File: config.mk
export PLATFORM = sky130hd
export DESIGN_NAME = rf_write_tracer_flat
export DESIGN_NICKNAME = d
export VERILOG_FILES = /design/src/rtl/rf_trace_pkg.sv /design/src/rtl/rf_write_tracer_if.sv /design/src/rtl/trace_fifo.sv /design/src/rtl/rf_write_tracer.sv /design/src/flat_wrapper.sv
export SDC_FILE = /design/constraint.sdc
export NUM_CORES = 1
export LEC_CHECK = 0
export BUFFER_PORTS_ARGS = -buffer_cell sky130_fd_sc_hd__buf_2
export CAP_MARGIN = 10
export CORE_ASPECT_RATIO = 0.6
export CORE_MARGIN = 3
export CORE_UTILIZATION = 30
export CTS_BUF_LIST = sky130_fd_sc_hd__clkbuf_2 sky130_fd_sc_hd__clkbuf_4 sky130_fd_sc_hd__clkbuf_8
export DETAILED_ROUTE_END_ITERATION = 8
export SLEW_MARGIN = 20
export SYNTH_ARGS = -nofsm -noshare
export SYNTH_HDL_FRONTEND = slang
export SYNTH_HIERARCHICAL = 1
export SYNTH_SLANG_ARGS = --single-unit
File: constraint.sdc
create_clock -name clk -period 7.1 [get_ports clk]
set_input_delay 0.71 -clock clk [delete_from_list [all_inputs] [get_ports clk]]
set_output_delay 0.71 -clock clk [all_outputs]
set_load 0.005 [all_outputs]
File: src/rtl/rf_trace_pkg.sv
// rf_trace_pkg: shared state encoding, halt default and trace-entry layout
package rf_trace_pkg;
  typedef enum logic [1:0] {IDLE = 2'd0, RUN = 2'd1, DRAIN = 2'd2, DONE = 2'd3} state_t;
  localparam logic [31:0] HALT_INSN_DEF = 32'h00100073;
  typedef struct packed {
    logic        ovf;
    logic [15:0] ts;
    logic [4:0]  addr;
    logic [31:0] data;
  } entry_t;
  function automatic int entry_w(int xlen, int aw, int ts_w);
    return 1 + ts_w + aw + xlen;
  endfunction
endpackage

File: src/rtl/rf_write_tracer_if.sv
// rf_write_tracer_if: valid/ready trace stream from the tracer to its consumer
interface rf_write_tracer_if #(
  parameter int XLEN = 32,
  parameter int AW   = 5,
  parameter int TS_W = 16
);
  logic            valid;
  logic            ready;
  logic [AW-1:0]   addr;
  logic [XLEN-1:0] data;
  logic [TS_W-1:0] ts;
  logic            ovf;
  modport master(output valid, addr, data, ts, ovf, input ready);
  modport slave(input valid, addr, data, ts, ovf, output ready);
endinterface

File: src/rtl/trace_fifo.sv
// trace_fifo: first-word-fall-through FIFO with full-with-pop passthrough and sync flush
module trace_fifo #(
  parameter int WIDTH = 8,
  parameter int DEPTH = 16
) (
  input  logic                   clk,
  input  logic                   resetn,
  input  logic                   flush,
  input  logic                   push,
  input  logic                   pop,
  input  logic [WIDTH-1:0]       din,
  output logic [WIDTH-1:0]       dout,
  output logic                   full,
  output logic                   empty,
  output logic [$clog2(DEPTH):0] level
);
  localparam int PW = $clog2(DEPTH);
  logic [WIDTH-1:0] mem [DEPTH];
  logic [PW-1:0] wp, rp;
  logic do_push, do_pop;
  assign empty   = level == '0;
  assign full    = level == (PW+1)'(DEPTH);
  assign do_pop  = pop && !empty;
  assign do_push = push && (!full || do_pop);
  assign dout    = mem[rp];
  // pointers and occupancy; a full FIFO may accept a push when it pops in the same cycle
  always_ff @(posedge clk or negedge resetn) begin
    if (!resetn) begin
      wp    <= '0;
      rp    <= '0;
      level <= '0;
    end else if (flush) begin
      wp    <= '0;
      rp    <= '0;
      level <= '0;
    end else begin
      wp    <= wp + PW'(do_push);
      rp    <= rp + PW'(do_pop);
      level <= level + (PW+1)'(do_push) - (PW+1)'(do_pop);
    end
  end
  // storage has no reset; the head is only meaningful while not empty
  always_ff @(posedge clk) begin
    if (do_push && !flush) mem[wp] <= din;
  end
endmodule

File: src/rtl/rf_write_tracer.sv
// rf_write_tracer: timestamps register-file writes and streams them out, draining on halt
module rf_write_tracer
  import rf_trace_pkg::*;
#(
  parameter int          XLEN      = 32,
  parameter int          NREG      = 32,
  parameter int          DEPTH     = 16,
  parameter int          TS_W      = 16,
  parameter int          DROP_W    = 16,
  parameter logic [31:0] HALT_INSN = HALT_INSN_DEF
) (
  input  logic                        clk,
  input  logic                        resetn,
  input  logic                        enable,
  input  logic                        clear,
  input  logic                        filter_x0,
  input  logic                        halt_en,
  input  logic                        wr_en,
  input  logic [$clog2(NREG)-1:0]     wr_addr,
  input  logic [XLEN-1:0]             wr_data,
  input  logic [31:0]                 instr,
  rf_write_tracer_if.master           trace,
  output logic [$clog2(DEPTH):0]      level,
  output logic [DROP_W-1:0]           drop_count,
  output logic [1:0]                  state,
  output logic                        done
);
  localparam int AW = $clog2(NREG);
  localparam int LW = $clog2(DEPTH) + 1;
  localparam int EW = entry_w(XLEN, AW, TS_W);
  state_t st, nx;
  logic [TS_W-1:0] ts;
  logic pending_ovf, capture, done_set;
  logic qw, halt, full, empty, pop_ok, accepted, dropped;
  logic [EW-1:0] din, dout;
  assign qw       = wr_en && capture && !(filter_x0 && wr_addr == '0);
  assign halt     = halt_en && instr == HALT_INSN && st == RUN;
  assign pop_ok   = trace.ready && !empty;
  assign accepted = qw && (!full || pop_ok);
  assign dropped  = qw && !accepted;
  assign din      = {pending_ovf, ts, wr_addr, wr_data};
  assign trace.valid = !empty;
  assign {trace.ovf, trace.ts, trace.addr, trace.data} = dout;
  assign state = st;
  trace_fifo #(.WIDTH(EW), .DEPTH(DEPTH)) u_fifo (
    .clk   (clk),
    .resetn(resetn),
    .flush (clear),
    .push  (qw && !clear),
    .pop   (trace.ready && !clear),
    .din   (din),
    .dout  (dout),
    .full  (full),
    .empty (empty),
    .level (level)
  );
  // state register and the registered one-cycle done pulse
  always_ff @(posedge clk or negedge resetn) begin
    if (!resetn) begin
      st   <= IDLE;
      done <= 1'b0;
    end else begin
      st   <= nx;
      done <= !clear && done_set;
    end
  end
  // next state; clear wins over everything, halt wins over enable dropping
  always_comb begin
    nx = st;
    if (clear) nx = enable ? RUN : IDLE;
    else if (st == IDLE) nx = enable ? RUN : IDLE;
    else if (st == RUN) nx = halt ? DRAIN : (enable ? RUN : IDLE);
    else if (st == DRAIN) nx = (empty || (level == LW'(1) && pop_ok)) ? DONE : DRAIN;
  end
  // outputs decoded from the FSM
  always_comb begin
    capture  = st == RUN;
    done_set = st == DRAIN && nx == DONE;
  end
  // timestamp, saturating drop counter and the overflow flag carried into the next stored entry
  always_ff @(posedge clk or negedge resetn) begin
    if (!resetn) begin
      ts          <= '0;
      drop_count  <= '0;
      pending_ovf <= 1'b0;
    end else if (clear) begin
      ts          <= '0;
      drop_count  <= '0;
      pending_ovf <= 1'b0;
    end else begin
      ts <= ts + 1'b1;
      if (dropped && drop_count != '1) drop_count <= drop_count + 1'b1;
      if (dropped) pending_ovf <= 1'b1;
      else if (accepted) pending_ovf <= 1'b0;
    end
  end
endmodule
File: src/flat_wrapper.sv
// flat-port wrapper written by rule: the top's interface ports become plain ports
module rf_write_tracer_flat import rf_trace_pkg::*;
#(
  parameter int          XLEN      = 32,
  parameter int          NREG      = 32,
  parameter int          DEPTH     = 16,
  parameter int          TS_W      = 16,
  parameter int          DROP_W    = 16,
  parameter logic [31:0] HALT_INSN = HALT_INSN_DEF
)
  (clk, resetn, enable, clear, filter_x0, halt_en, wr_en, wr_addr, wr_data, instr, level, drop_count, state, done, trace_valid, trace_addr, trace_data, trace_ts, trace_ovf, trace_ready);
  rf_write_tracer_if #(.XLEN(XLEN), .TS_W(TS_W)) trace_i ();
  input  logic clk;
  input  logic resetn;
  input  logic enable;
  input  logic clear;
  input  logic filter_x0;
  input  logic halt_en;
  input  logic wr_en;
  input  logic [$clog2(NREG)-1:0] wr_addr;
  input  logic [XLEN-1:0] wr_data;
  input  logic [31:0] instr;
  output logic [$clog2(DEPTH):0] level;
  output logic [DROP_W-1:0] drop_count;
  output logic [1:0] state;
  output logic done;
  output wire logic [$bits(trace_i.valid)-1:0] trace_valid;
  output wire logic [$bits(trace_i.addr)-1:0] trace_addr;
  output wire logic [$bits(trace_i.data)-1:0] trace_data;
  output wire logic [$bits(trace_i.ts)-1:0] trace_ts;
  output wire logic [$bits(trace_i.ovf)-1:0] trace_ovf;
  input wire logic [$bits(trace_i.ready)-1:0] trace_ready;
  assign trace_valid = trace_i.valid;
  assign trace_addr = trace_i.addr;
  assign trace_data = trace_i.data;
  assign trace_ts = trace_i.ts;
  assign trace_ovf = trace_i.ovf;
  assign trace_i.ready = trace_ready;
  rf_write_tracer #(.XLEN(XLEN), .NREG(NREG), .DEPTH(DEPTH), .TS_W(TS_W), .DROP_W(DROP_W), .HALT_INSN(HALT_INSN)) u_core (.clk(clk), .resetn(resetn), .enable(enable), .clear(clear), .filter_x0(filter_x0), .halt_en(halt_en), .wr_en(wr_en), .wr_addr(wr_addr), .wr_data(wr_data), .instr(instr), .trace(trace_i), .level(level), .drop_count(drop_count), .state(state), .done(done));
endmodule
Word level (Yosys, flattened, before mapping)
Memory sizes are Yosys's and may differ from the RTL's. Cells that the tools add are included. Widths: inputs -> output; s select.

RAM bits: 864. Word-level logic and storage cells: 70. Memories: 1. Register bits after elaboration: 49. Input port bits: 77.

Multiplexer cells: 18. Equality and inequality tests: 7. Reduce and logical (&&, ||, !) cells: 30. Add/sub/neg operators: 6.

Memories: u_core.u_fifo.mem (depth 16, bits a word 54, read ports 1, clocked after memory_dff 0, write ports 1, line trace_fifo.sv:18) `logic [WIDTH-1:0] mem [DEPTH];`.

Operators by type and width (number): $mux 16 (3); $add 16x1->16 const B (2); $eq 32x21->1 const B (1); $logic_and 1x1->1 (17); $ne 16x16->1 const B (1); $logic_not 5->1 (2); $mux 2 (5); $add 4x1->4 (2); $mux 4 (2); $mux 1 (7); $add 5x1->5 (1); $eq 5x1->1 const B (1); $eq 5x5->1 const B (1); $logic_not 1->1 (5); $mux 5 (1); $sub 5x1->5 (1); $eq 2x2->1 const B (2); $logic_or 1x1->1 (3); $reduce_bool 3->1 (1); $eq 2x1->1 const B (1); $logic_not 2->1 (1); $reduce_bool 2->1 (1).

Logic depth before layout (Yosys ltp)
Word-level depth: 13. Depth in mapped cells: 12. Gate-level depth less buffers: 12.

Modules after synthesis
Netlist, hierarchy kept.

By module, submodules not included: trace_fifo (area each 33095.5 um2, cells an instance 1408, times used 1, seq. area each 26270.2 um2); rf_write_tracer (area each 1946.9 um2, cells an instance 210, times used 1, seq. area each 900.9 um2).

Worst setup path after synthesis
Ideal clock, no wire load.

Kind: input-to-reg. Start point: in clear. End point: mem u_core/u_fifo/mem[10][0] in the netlist's numbering, enable pin. Data arrival time: 6.682 ns. Cell stages on the path: 5. Setup slack: -0.181 ns. Cell sequence: clkbuf_1 > clkbuf_1 > nor2_1 > o31ai_4 > nor4_1.

Word-level cells in the longest chain between the ends: 8. Elaborated cells on any way between the ends: 9.

RTL lines: from (decl) (line flat_wrapper.sv:16) `input logic clear;`; $logic_not 1->1 * (line trace_fifo.sv:44, rf_write_tracer.sv:49, rf_write_tracer.sv:50); $logic_and 1x1->1 (line rf_write_tracer.sv:50) `.pop (trace.ready && !clear),`; $logic_and 1x1->1 (line trace_fifo.sv:23) `assign do_pop = pop && !empty;`; $logic_or 1x1->1 (line trace_fifo.sv:24) `assign do_push = push && (!full || do_pop);`; $logic_and 1x1->1 (line trace_fifo.sv:24); $logic_and 1x1->1 * (line trace_fifo.sv:44) `if (do_push && !flush) mem[wp] <= din;`; $mux 1 * (line trace_fifo.sv:44); $mux 1 (implied by the code) * (line trace_fifo.sv:44); to (decl) (line trace_fifo.sv:18).

Mark *: on every way between the ends. The rest lies on a longest branch, timed or not.

Final worst setup path
Start point: reg u_core.u_fifo.rp[0]. End point: out trace_data[19].

Word-level cells in the longest chain between the ends: 1.

RTL lines: from (decl) (line trace_fifo.sv:19) `logic [PW-1:0] wp, rp;`; from (signal assigned) (line trace_fifo.sv:38) `rp <= rp + PW'(do_pop);`; $mem_v2 16x54; to (decl) (line flat_wrapper.sv:29) `output wire logic [$bits(trace_i.data)-1:0] trace_data;`.

Every way passes these cells.

==> results by group <==
Outcome
  – Status: finished clean

Finish
  – Storage element area: 27,200 um^2
  – Final non-filler cell total: approximately 3,500
  – Multi-input logic area: 7510 um^2
  – Area added between synthesis and finish: 15.0%
  – Post-route core utilization: 0.350
  – Fillers: 10,600
  – Layout cells sized above 1: 0.338
  – Fin nets: 1,951

Placement
  – Dpl cells: 3,245
  – Setup WS pre-CTS: 2.80 ns
  – PortBufs: ~160
  – Post-DP HPWL: around 44,000 um
  – Gp weighted congestion: 0.758

Floorplanning
  – Die Wd: 447 um
  – Initial Utilization: 0.305
  – Die Footprint: 121,000 um^2
  – Floorplan row count: 96
  – Core area: 115,000 um^2
  – Die Ht: about 270 um
  – Top-level I/O count: 156

Clock network
  – Hold buffers post-CTS: 1
  – H-tree depth: 4
  – Worst skew pair latency: approximately 0.80 ns
  – Num CTS Buffers: roughly 130
  – Clock slew at reported path FFs: 0.07 ns
  – CTS root buffer: clkbuf_8
  – CTS tree: built
  – Clock buffer depth: 3
  – Postcts setup bufs: 0
  – Post-CTS Resized: 0
  – Clock sink total: 913

Worst setup path
  – WP data required: approximately 6.4 ns
  – Worst reg2reg setup slack: 3.38 ns
  – Worst r2r src: u_core/state[1]
  – CP Capture Type: output pin
  – Slowest cell delay on critical path: 0.91 ns
  – Crit path depth: 5
  – CP bufs+invs: 2
  – Slowest stage cell, crit path: dfrtp_4
  – CP max FO: 85
  – Crit-path cells: buf_12 > mux4_2 > a22oi_1 > nand2_1 > buf_2
  – Crit. Startpoint: u_core/u_fifo/rp[0]
  – Crit path capture: trace_data[19]
  – Startpoint types: flip-flop
  – R2r endpoint: u_core/u_fifo/mem[9][33]
  – Delay-heaviest family, CP: flip-flops
  – WS Path Type: flip-flop to output pin
  – Reg2Reg Depth: 8
  – Critical Path AT: 3.73 ns

Routing
  – Post-DR wirelength/cell: roughly 23 um
  – Via density per instance: ~5.0
  – DRT antenna net count: 0
  – Via count: 17,400
  – Wirelength, routed: 81,700 um
  – DR iter-0 viols: 1,725
  – First-pass DRT Iterations: 5
  – Drt drc: 0

Yosys
  – Synthesized area per cell: 21.7 um^2
  – Async SR Flop Fraction: 0.0537
  – Post-synth top area share: 0.740
  – Ys Warns: 6
  – Synth Instances: 1,618
  – Synth area leader: edfxtp_1
  – Synthesized area: 35,000 um^2
  – Synth area leaders: edfxtp_1 (74%), mux4_2 (14%), dfrtp_1 (3.5%)
  – Sequential area share after synthesis: 0.775
  – Post-synth EDFFs: between 800 and 900
  – Most common cell in the netlist: edfxtp_1
  – Yosys cell types: 57
  – Post-synth top cells: edfxtp_1 (864), mux4_2 (216), a22oi_1 (108), nand2_1 (70), nor2_1 (52)
  – Synth Register Bits: between 900 and 1,000
  – Top_reg_cell synth: edfxtp_1
  – Syn Nets: between 1,500 and 2,000

Power
  – Sequential share of power: 0.535
  – Switch share: 0.226
  – Peak VDD IR: 143 uV
  – Final Power: 11.2 mW
  – Combinational Power Share: 0.089
  – Switching pwr: 2.52 mW
  – Pleak: 12.7 nW
  – Power per Cell Area: roughly 280 nW/um^2
  – Internal: 8.63 mW
  – Clock power frac: 0.376

Timing
  – TNS Setup: 0 ns
  – Worst slew margin: 0.272
  – RSZ-0062 raised after global routing: false
  – Worst slew pin tran: 1.09 ns
  – Final Hold Viols: 0
  – Max Fclk: 225 MHz
  – Final WS setup: 2.66 ns
  – # setup viols final: 0
  – Setup Skew: 0.0420 ns
  – Final period util: 0.626
  – Final Max Slew Viols: 0
  – Tmin final: 4.44 ns

GRT
  – GRT Resource Usage Total: 0.135
  – Vias in the first global route: roughly 18,000
  – Pin count of the biggest net entering global routing: 133
  – GRT overflow: 0
  – Initial antenna violation count: 7
  – First-pass GRT wire length: 121,000 um

Worst hold path
  – Worst min path class: input port to flip-flop

Job
  – Maxcap violations: 0
## power groups by stage
stage	logic, mW	registers [mW]	clock network (mW)
finish	0.995	5.96	4.19
floorplan	0.770	6.03	0
CTS	1.03	5.96	4.34
global route	1.10	5.96	4.59
global placement	1.01	6.07	0
detailed placement	1.02	6.08	0
## flip-flops by register name, indices dropped and copies added, names as in the netlist
| register | flops |
|---|---|
| u_core/u_fifo/mem | 864 |
| u_core/drop_count | 16 |
| u_core/ts | 16 |
| u_core/u_fifo/level | 5 |
| u_core/u_fifo/rp | 4 |
| u_core/u_fifo/wp | 4 |
| u_core/state | 2 |
| u_core/done | 1 |
| u_core/pending_ovf | 1 |
## through the flow
stage,hold WS (ns),area (um^2)
after floorplan,0.414,35000
after global placement,0.506,37700
after detailed placement,0.523,37700
after CTS,0.0690,40300
after global routing,0.113,40300
final,0.176,40300
## worst min-delay path by stage
stage,start,to,cells past startpoint
after global routing,enable,u_core/state[0],3
after CTS,enable,u_core/state[0],3
final,enable,u_core/state[0],3
after detailed placement,u_core/state[0],u_core/done,1
after global placement,u_core/state[0],u_core/done,1
after floorplan,resetn,u_core/done,0
## worst reg2reg max path: cells and delay by family (launching register included)
kind,cells,cell delay (ns)
AO/OA/AOI/OAI,2,0.47
buffers and inverters,2,0.82
flip-flops,1,0.41
AND/OR/NAND/NOR,4,1.53
## per-layer routing
layer  part of all wire  vias to the layer above  track usage
li1                   -                     7282            -
met1               0.46                     9381        0.197
met2               0.46                      572        0.199
met3              0.065                      114       0.0339
met4              0.019                        6       0.0399
met5            0.00043                        -            0
## cells by family after synthesis
logic type / after synthesis / share of synthesized area
DFF: 913 / 0.775
buffers and inverters: 90 / 0.0140
adders and majority gates: 12 / 0.00450
xor gates and xnor gates: 20 / 0.00500
AOI/OAI and AO/OA: 148 / 0.0306
and+or+nand+nor: 216 / 0.0308
muxes: 219 / 0.140
## cell usage in the layout, fill, tap and decap left out, types with 12 or more instances in the layout
cell type / count
mux4_2: 216
clkbuf_8: 139
buf_2: 155
dfrtp_1: 47
nand2_1: 70
buf_4: 28
nand3_1: 16
nor2_1: 41
o21ai_0: 12
a21oi_1: 16
a22oi_1: 108
clkbuf_4: 63
edfxtp_1: 864
## final cells by class
cell class	count	area share
clock inverter	28	0.00512
antenna	1	0.0000621
tap	1519	0.0472
multi-input combinational	615	0.187
sequential	913	0.675
timing repair buffer	187	0.0262
clock buffer	202	0.0592
inverter	12	0.00112
Power figures use the tool's default switching activity.
